### config.mk
export PLATFORM = sky130hd
export DESIGN_NAME = piso_ser
export DESIGN_NICKNAME = d
export VERILOG_FILES = /design/src/rtl/piso_ser.sv
export SDC_FILE = /design/constraint.sdc
export NUM_CORES = 1
export LEC_CHECK = 0
export ABC_CLOCK_PERIOD_IN_PS = 1100
export BUFFER_PORTS_ARGS = -buffer_cell sky130_fd_sc_hd__clkbuf_2
export CAP_MARGIN = 20
export CELL_PAD_IN_SITES_DETAIL_PLACEMENT = 2
export CELL_PAD_IN_SITES_GLOBAL_PLACEMENT = 2
export CORE_UTILIZATION = 27
export CTS_CLUSTER_DIAMETER = 30
export DETAILED_ROUTE_END_ITERATION = 8
export PLACE_DENSITY = 0.76
export SYNTH_ARGS = -nofsm -noshare
export SYNTH_HDL_FRONTEND = slang
export SYNTH_SLANG_ARGS = --single-unit
export TNS_END_PERCENT = 10
### constraint.sdc
create_clock -name clk -period 1.1 [get_ports clk]
set_input_delay 0.055 -clock clk [delete_from_list [all_inputs] [get_ports clk]]
set_output_delay 0.055 -clock clk [all_outputs]
set_load 0.02 [all_outputs]
### src/rtl/piso_ser.sv
// piso_ser: parallel-in/serial-out shifter, MSB first, valid/ready load handshake.
// Optional even-parity trailer bit when PISO_PARITY_EN is defined.  Rev 1.0
`default_nettype none

module piso_ser #(
  parameter int N = 4
) (
  input  logic         clk,
  input  logic         rst,
  input  logic [N-1:0] a,
  input  logic         load_valid,
  output logic         load_ready,
  output logic         sout,
  output logic         sout_valid,
  output logic         done
);

  localparam int CW = $clog2(N + 1);
  localparam logic [CW-1:0] c_LAST = CW'(N - 1);
`ifndef PISO_PARITY_EN
  localparam logic [CW-1:0] c_PENULT = CW'(N - 2);
`endif

`ifdef PISO_PARITY_EN
  typedef enum logic [1:0] {IDLE = 2'd0, SHIFT = 2'd1, PAR = 2'd2} state_t;
  logic par_q;
`else
  typedef enum logic [0:0] {IDLE = 1'b0, SHIFT = 1'b1} state_t;
`endif

  state_t         state_q;
  logic [N-1:0]   shreg_q;
  logic [CW-1:0]  cnt_q;
  logic           vld_q;
  logic           done_q;

  assign load_ready = (state_q == IDLE);
  // The shift register MSB is the serial output; it is cleared whenever idle.
  assign sout       = shreg_q[N-1];
  assign sout_valid = vld_q;
  assign done       = done_q;

  always_ff @(posedge clk) begin
    if (rst) begin
      state_q <= IDLE;
      shreg_q <= '0;
      cnt_q   <= '0;
      vld_q   <= 1'b0;
      done_q  <= 1'b0;
`ifdef PISO_PARITY_EN
      par_q   <= 1'b0;
`endif
    end else begin
      case (state_q)
        IDLE: begin
          if (load_valid && load_ready) begin
            state_q <= SHIFT;
            shreg_q <= a;
            cnt_q   <= '0;
            vld_q   <= 1'b1;
            done_q  <= 1'b0;
`ifdef PISO_PARITY_EN
            par_q   <= ^a;
`endif
          end
        end
        SHIFT: begin
          if (cnt_q == c_LAST) begin
`ifdef PISO_PARITY_EN
            state_q <= PAR;
            shreg_q <= {par_q, {(N-1){1'b0}}};
            done_q  <= 1'b1;
`else
            state_q <= IDLE;
            shreg_q <= '0;
            vld_q   <= 1'b0;
            done_q  <= 1'b0;
`endif
            cnt_q   <= '0;
          end else begin
            cnt_q   <= cnt_q + CW'(1);
            shreg_q <= {shreg_q[N-2:0], 1'b0};
`ifdef PISO_PARITY_EN
            done_q  <= 1'b0;
`else
            // Flag the bit about to appear as the last data bit.
            done_q  <= (cnt_q == c_PENULT);
`endif
          end
        end
`ifdef PISO_PARITY_EN
        PAR: begin
          state_q <= IDLE;
          shreg_q <= '0;
          vld_q   <= 1'b0;
          done_q  <= 1'b0;
        end
`endif
        default: begin
          state_q <= IDLE;
          shreg_q <= '0;
          cnt_q   <= '0;
          vld_q   <= 1'b0;
          done_q  <= 1'b0;
        end
      endcase
    end
  end

endmodule

`default_nettype wire

# [Yosys cells after proc, flatten, opt, wreduce, memory -nomap -nowiden]
# Cells that the tools add are included.
[totals] wordCells=28 ff_bits=10 in_bits=7 out_inout_bits=4
[classes] bitwise=1 mux=15 addsub=1 n_reduce_logical=2 n_eq_ne=4
[op_table] op="4-bit 2-to-1 mux" n=2
[op_table] op="4-bit one-hot mux with 2 select lines" n=1
[op_table] op="3-bit by 2-bit == test with 1-bit output, second input constant" n=2
[op_table] op="1-bit 2-to-1 mux" n=6
[op_table] op="3-bit 2-to-1 mux" n=2
[op_table] op="1-bit one-hot mux with 2 select lines" n=3
[op_table] op="3-bit one-hot mux with 2 select lines" n=1
[op_table] op="2-bit by 1-bit != test with 1-bit output, second input constant" n=2
[op_table] op="3-bit by 1-bit adder with 3-bit output, second input constant" n=1
[op_table] op="2-bit AND reduction" n=1
[op_table] op="1-bit logical AND" n=1
[op_table] op="1-bit inverter" n=1

# [Logic depth before layout (Yosys ltp)]
# Gate-level depths: netlist of the first run.
[depth] word_depth=4 depth_mapped=5 depth_no_buf=5

# [Worst setup path before layout of the first run]
# No wires, ideal clock.
[synth_timing] kind="reg2reg" start="register cnt_q[0]" end="register shreg_q[1]" t_required_ns=1.030 setup_time_ns=0.070 path_slack_ns=0.015 stages_incl_launch_ff=5 synth_period_minus_slack_ns=1.085 arrival_time_ns=1.015 path_buffers=0 cell_sequence="dfxtp_1 > ha_1 > and2b_1 > nor3_2 > o2bb2ai_1"
[synth_via] elab_chain_len=3
[synth_rtl] element="start, declared" line="33" rtl="logic [CW-1:0] cnt_q;"
[synth_rtl] element="start signal, assigned" line="81" rtl="cnt_q <= cnt_q + CW'(1);"
[synth_rtl] element="3-bit by 2-bit == test with 1-bit output" line="68" rtl="if (cnt_q == c_LAST) begin"
[synth_rtl] element="4-bit 2-to-1 mux" line="68"
[synth_rtl] element="4-bit one-hot mux with 2 select lines" line="54" rtl="case (state_q)"
[synth_rtl] element="end signal, assigned" line="82" rtl="shreg_q <= {shreg_q[N-2:0], 1'b0};"
[synth_rtl] element="end, declared" line="32" rtl="logic [N-1:0] shreg_q;"
# No other way between the ends.
# A chain may end at the register's enable or synchronous reset.

# [Worst setup path in the final report of the first run]
[layout_timing] start="register cnt_q[0]" end="register state_q"
[layout_via] elab_chain_len=3
[layout_rtl] element="3-bit by 2-bit == test with 1-bit output" line="68"
[layout_rtl] element="1-bit 2-to-1 mux" line="68"
[layout_rtl] element="1-bit one-hot mux with 2 select lines" line="54"
[layout_rtl] element="end signal, assigned" line="45" rtl="state_q <= IDLE;"
[layout_rtl] element="end signal, assigned" line="57" rtl="state_q <= SHIFT;"
[layout_rtl] element="end signal, assigned" line="74" rtl="state_q <= IDLE;"
[layout_rtl] element="end, declared" line="31" rtl="state_t state_q;"
# No other way between the ends.

==> results.md, run 1 <==
Status
• complete, but fails checks — result of the run
• negative setup slack — violations in the final reports

Final layout
• 54.0% — fraction of layout instances using a drive strength above 1
• 38.4% — Layout Area Growth over Synthesis
• sky130_fd_sc_hd__clkbuf_2 (9), sky130_fd_sc_hd__dfxtp_1 (7), sky130_fd_sc_hd__mux2i_1 (4), sky130_fd_sc_hd__nor2_1 (4) — commonest cells after routing, fill and taps aside
• 204 sq um — FF/Latch Area
• sky130_fd_sc_hd__clkbuf_2 — most common cell after layout, fill and taps aside
• 73 — fin nets
• 269 sq um — Multi-input gate area
• 0 — number of antenna repair diodes
• 179 — Filler Cell Count
• 79 — Finished Layout Cells

Worst setup path
• sky130_fd_sc_hd__dfxtp_2 — Slowest-stage cell, CP
• reg2reg — critical path type
• 5 — Crit Path Max Fanout
• 1.30 ns — arrival time worst endpoint
• ha_2 > and2b_1 > a211oi_1 — critical path, cell by cell
• 0 — WP buf/inv
• flip-flops — Crit path max-delay family
• register — type of element launching the critical path
• register — critical path capture point type
• 0.34 ns — delay of the slowest cell on the worst path
• 1.27 ns — Worst Path Required

STA
• 1.13 ns — final critical-path required period
• 0 — Hold Violations, Final
• 83.1% — worst relative slew slack
• 0.254 ns — Slew @ Worst Pin
• 103% — part of the cycle the worst path needs
• yes — RSZ-0062 raised after global routing
• 0.00619 ns — Clock Skews
• 0 — number of pins with negative max-slew slack in the final report
• -0.0509 ns — total negative setup slack
• 5 — final setup violation count
• 0.884 GHz — timing-limited maximum frequency
• -0.0313 ns — Final WS setup

Global routing
• 2160 um — wire length of the first global-routing pass
• 0 — residual overflow from global routing
• 436 — number of global-route vias before repair
• 9 — maximum number of pins on one net before global-route repair
• 0 — number of antenna violations at the first check in global routing
• 16.0% — Global Route Usage Sum

Power and ir drop
• 584 uV — peak supply drop
• 0.283 nW — total leakage power
• 0.000885 W — overall power after layout
• 1340 nW/um^2 — PwrDens

Drt
• 379 — total via count in the routed design
• 3 — initial DRC count
• 15.4 um — drt wl/cell
• 1210 um — Post-Route WL
• 0 — DRC violation count after routing
• 4.80 — Via-to-Cell Ratio
• 2 — Pre-Repair DR Iteration Count
• 0 — Final ANT Viol Nets

Synthesis
• 10 — post-synthesis register bit count
• 21 — count of unique library cells instantiated by Yosys
• sky130_fd_sc_hd__dfxtp_1 — ys flop type
• 10.6 sq um — post-synthesis area per instance
• 0% — fraction of registers with async set/reset
• 0 — number of synthesized flops with an enable pin
• 45 — count of mapped cells out of synthesis
• 479 sq um — Post-Syn Area
• 54 — net count of the mapped netlist
• 0 — Yosys Warn Count
• 41.8% — proportion of synthesized chip area in sequential cells

Die
• 44.1 um — Die Height
• 14 — placement row count
• 1580 sq um — area of the placeable core
• 1950 sq um — Die Footprint
• 30.4% — Initial Utilization
• 44.1 um — Die Span X
• 11 — number of top-level pins

Clocking
• 0.08 ns — clock slew seen by the registers of the worst setup and hold paths
• 1 — CTS H-Tree Depth
• 10 — CTS sink cnt
• sky130_fd_sc_hd__clkbuf_4 — buffer cell driving the clock tree root
• 0.28 ns — clock latency at the later pin of the worst-skew pair
• done — clock tree from TritonCTS
• 3 — total CTS buffers
• 2 — clock buffer depth

Placement
• 74 — # placed instances
• 0.703 — gp weighted congestion
• 10 — Buffers on Ports
• 827 um — post-DP HPWL

Job
• 0 — Max-cap violations

Min path
• in2reg — HP Class

## cells in the mapped netlist, types with 2 or more instances
| library cell | n | area share [%] |
|---|---|---|
| sky130_fd_sc_hd__mux2i_1 | 4 | 8.4 |
| sky130_fd_sc_hd__buf_6 | 2 | 4.7 |
| sky130_fd_sc_hd__a21oi_1 | 3 | 3.1 |
| sky130_fd_sc_hd__ha_1 | 2 | 5.2 |
| sky130_fd_sc_hd__o2bb2ai_1 | 3 | 5.5 |
| sky130_fd_sc_hd__dfxtp_1 | 10 | 42 |
| sky130_fd_sc_hd__inv_1 | 3 | 2.3 |
| sky130_fd_sc_hd__nor2_1 | 5 | 3.9 |
## path summary, 6_finish.rpt
kind	depth (start not counted)	start	slack, ns	to
max	3	cnt_q[0]	-0.03	state_q
min	3	a[0]	0.03	shreg_q[0]
max reg2reg	3	cnt_q[0]	-0.03	state_q
min reg2reg	1	shreg_q[1]	0.47	shreg_q[2]
## state kept, by name, summed over array words and instances (netlist names)
register and cells:
shreg_q 4, cnt_q 3, done 1, sout_valid 1
state_q 1
## per-layer routing
layer  up-vias  wire length (um)  GRT usage (%)  share of wire [%]
met5         -                 0              0                  0
met1       175               607           20.7                 50
met3         4                47           3.67                3.9
met2         9               526           23.5                 43
li1        191                 -              -                  -
met4         0                31           10.9                2.6
## where the power goes
part | total [W] | internal [W] | switching (W)
Combinational | 0.000142 | 0.0000682 | 0.0000734
Sequential | 0.000395 | 0.000382 | 0.0000130
Clock | 0.000349 | 0.000201 | 0.000148
## layout make-up
type,instances,share of cell area (%)
flip-flops and latches,10,30.8
repair buffers,16,17.5
well taps,16,3.02
clock buffers,4,5.47
multi-input cells,29,40.6
inverters,4,2.64
## through the flow
step                utilization, %  hold WS [ns]  instance area, sq um  setup slack (ns)
finish                        42.1        0.0263                   663           -0.0313
global route                  42.1        0.0567                   663           -0.0768
CTS                           41.3        0.0226                   652           -0.0121
global placement              35.8         0.298                   564           -0.0200
detailed placement            35.8         0.315                   564           -0.0849
floorplan                        -         0.124                   479            0.0150
## kinds of logic (layout without fill, tap and decap cells)
logic type	Yosys count	after routing	synth area share, %
and+or+nand+nor	14	14	19.1
DFF	10	10	41.8
AOI/OAI and AO/OA	9	9	17.8
buffers and inverters	6	24	7.83
muxes	4	4	8.36
adders and majority gates	2	2	5.22
## worst register-to-register path, delay by kind of cell (launching register included)
kind,cells,cell delay (ns)
AO/OA/AOI/OAI,1,0.27
adder cells (fa/ha/maj),1,0.21
flip-flops,1,0.34
AND/OR/NAND/NOR,1,0.21
## repair_timing
item / in CTS / in global routing
buffers inserted: 1 / 0
setup endpoints to repair: 8 / 9
hold endpoints to repair: 0 / 0
hold buffers: 0 / 0
gates resized for setup: 12 / 6
pin swaps: 2 / 2
Note: power is estimated with default switching activity, not from simulation.
==> run 2: changes to the inputs <==
Settings changed: ABC_CLOCK_PERIOD_IN_PS 1100 to 1000, CAP_MARGIN 20 to not set, SETUP_SLACK_MARGIN set to 0.15.
Clock period 1.1 ns to 1 ns, I/O delays scaled along.
==> run 2 against run 1 <==
  * Total power grew 4.4%
  * Register-to-register slack lost 0.06 ns
  * Worst hold slack gained 0.011 ns
  * Flip-flop and latch count is the same
  * Non-clock buffer count shrank 3
  * Sequential power grew 11%
  * Combinational power shrank 11%
  * The run still ends with negative setup slack left
==> results.md, run 2 (synthesis gave the netlist of run 1 again) <==
Power and ir drop
• 1440 nW/um^2 — PwrDens, +8.1%
• 0.264 nW — total leakage power, -6.7%
• 1040 uV — peak supply drop, +79%

STA
• 0.917 GHz — timing-limited maximum frequency, +3.7%
• 109% — part of the cycle the worst path needs, +6.2 points
• -0.0904 ns — Final WS setup, -0.0591 ns
• 0.000376 ns — Clock Skews, -0.00582 ns
• 0.0376 ns — final worst hold slack, +0.0113 ns
• 0 — number of pins with negative max-slew slack in the final report, unchanged
• 0.265 ns — Slew @ Worst Pin, +0.0112 ns
• 82.3% — worst relative slew slack, -0.75 points
• 0 — Hold Violations, Final, unchanged
• yes — RSZ-0062 raised after global routing
• 1.09 ns — final critical-path required period, -0.0409 ns
• 7 — final setup violation count, +2

Die
• 30.4% — Initial Utilization, unchanged
• 1580 sq um — area of the placeable core, unchanged
• 44.1 um — Die Span X, unchanged
• 1950 sq um — Die Footprint, unchanged
• 11 — number of top-level pins, unchanged
• 44.1 um — Die Height, unchanged
• 14 — placement row count, unchanged

Final layout
• sky130_fd_sc_hd__clkbuf_2 (10), sky130_fd_sc_hd__dfxtp_1 (7), sky130_fd_sc_hd__mux2i_1 (4), sky130_fd_sc_hd__nor2_1 (4) — commonest cells after routing, fill and taps aside
• shreg_q x4, cnt_q x3 — largest registers
• 173 — Filler Cell Count, -3.4%
• 283 sq um — Multi-input gate area, +5.1%
• 70 — fin nets, -4.1%
• 40.6% — final core utilization, -1.4 points
• 211 sq um — FF/Latch Area, +3.7%
• 33.7% — Layout Area Growth over Synthesis
• 4 — max FFs per register, unchanged
• 50.0% — fraction of layout instances using a drive strength above 1, -4.0 points
• sky130_fd_sc_hd__clkbuf_2 — most common cell after layout, fill and taps aside
• shreg_q — top register by number of flip-flops
• 641 sq um — area of all placed cells without fillers, -3.4%
• 0 — number of antenna repair diodes, unchanged

Clocking
• done — clock tree from TritonCTS
• 3 — total CTS buffers, unchanged
• 1 — CTS H-Tree Depth, unchanged
• 0.07 ns — clock slew seen by the registers of the worst setup and hold paths, about the same
• sky130_fd_sc_hd__clkbuf_4 — buffer cell driving the clock tree root
• 0.26 ns — clock latency at the later pin of the worst-skew pair, -0.02 ns
• 2 — clock buffer depth, unchanged
• 0 — setup repair bufs after CTS, -1
• 10 — CTS sink cnt, unchanged

Worst setup path
• 1.29 ns — arrival time worst endpoint, about the same
• 5 — Crit Path Max Fanout, unchanged
• ha_4 > and2b_1 > nor3_4 > o2bb2ai_1 — critical path, cell by cell
• 1.20 ns — Worst Path Required, -0.07 ns
• register — critical path capture point type
• reg2reg — critical path type
• register — type of element launching the critical path
• 0.37 ns — delay of the slowest cell on the worst path, +0.03 ns
• sky130_fd_sc_hd__dfxtp_4 — Slowest-stage cell, CP

Global routing
• 368 — number of global-route vias before repair, -16%
• 0 — residual overflow from global routing, unchanged
• 1610 um — wire length of the first global-routing pass, -26%
• 0 — number of antenna violations at the first check in global routing, unchanged
• 9 — maximum number of pins on one net before global-route repair, unchanged
• 11.9% — Global Route Usage Sum, -4.1 points

Placement
• 768 um — post-DP HPWL, -7.2%
• 0.669 — gp weighted congestion, -4.8%
• 577 sq um — area of placed instances, +2.2%
• -0.114 ns — Place WS, -0.0289 ns
• 10 — Buffers on Ports, unchanged

Drt
• 1 — initial DRC count, -2
• 0 — Final ANT Viol Nets, unchanged
• 988 um — Post-Route WL, -19%
• 5 — Pre-Repair DR Iteration Count, +3
• 371 — total via count in the routed design, -2.1%
• 13.0 um — drt wl/cell, -15%
• 0 — DRC violation count after routing, unchanged
• 4.88 — Via-to-Cell Ratio, +1.8%

Status
• negative setup slack — violations in the final reports
• complete, but fails checks — result of the run

Job
• 0 — Max-cap violations, unchanged

Min path
• in2reg — HP Class

run 2: cell types whose count changed in the layout (fill, tap and decap cells not counted), sizes merged:
cell / change
clkbuf: +1
buf: -4
run 2: path summary, 6_finish.rpt:
| path | from | end | slack (ns) | cells past startpoint |
|---|---|---|---|---|
| max | cnt_q[1] | shreg_q[3] | -0.09 | 4 |
| min | a[0] | shreg_q[0] | 0.04 | 3 |
| max reg2reg | cnt_q[1] | shreg_q[3] | -0.09 | 4 |
| min reg2reg | shreg_q[1] | shreg_q[2] | 0.46 | 1 |
run 2: final cells by class:
type | count | share of cell area [%]
Timing Repair Buffer | 13 | 11.3
Tap cell | 16 | 3.13
Clock buffer | 4 | 5.66
Multi-Input combinational cell | 29 | 44.1
Sequential cell | 10 | 33.0
Inverter | 4 | 2.73
run 2: critical path, delay by kind of cell (launching register included):
kind,cells,cell delay [ns]
AOI/OAI and AO/OA,1,0.13
and+or+nand+nor,2,0.35
adders and majority gates,1,0.18
DFF,1,0.37
run 2: timing repair:
| action | CTS | global route |
|---|---|---|
| endpoints found under the hold margin | 0 | 0 |
| gates resized for setup | 3 | 5 |
| hold buffers | 0 | 0 |
| endpoints found under the setup margin | 11 | 11 |
| cloned | 0 | 0 |
| pin swaps | 0 | 4 |
run 2: routing by layer:
metal / up-vias / global-route usage [%] / wire, um
li1: 189 / - / -
met5: - / 0 / 0
met4: 0 / 3.64 / 13
met2: 9 / 16.5 / 409
met3: 2 / 7.35 / 48
met1: 171 / 15.3 / 516
run 2: stage by stage:
stage	TNS, ns	instances	total power (W)
2_1_floorplan	-0.0385	45	0.000526
3_3_place_gp	-0.352	72	0.000566
3_5_place_dp	-0.517	72	0.000571
4_1_cts	-0.564	76	0.000942
5_1_grt	-0.927	76	0.000971
6_report	-0.480	76	0.000925
run 2: power by group:
group,internal (W),switching [W],leakage [nW]
Sequential,0.000416,0.0000219,0.0840
Combinational,0.0000590,0.0000679,0.159
Clock,0.000221,0.000139,0.0210
Total,0.000696,0.000229,0.264
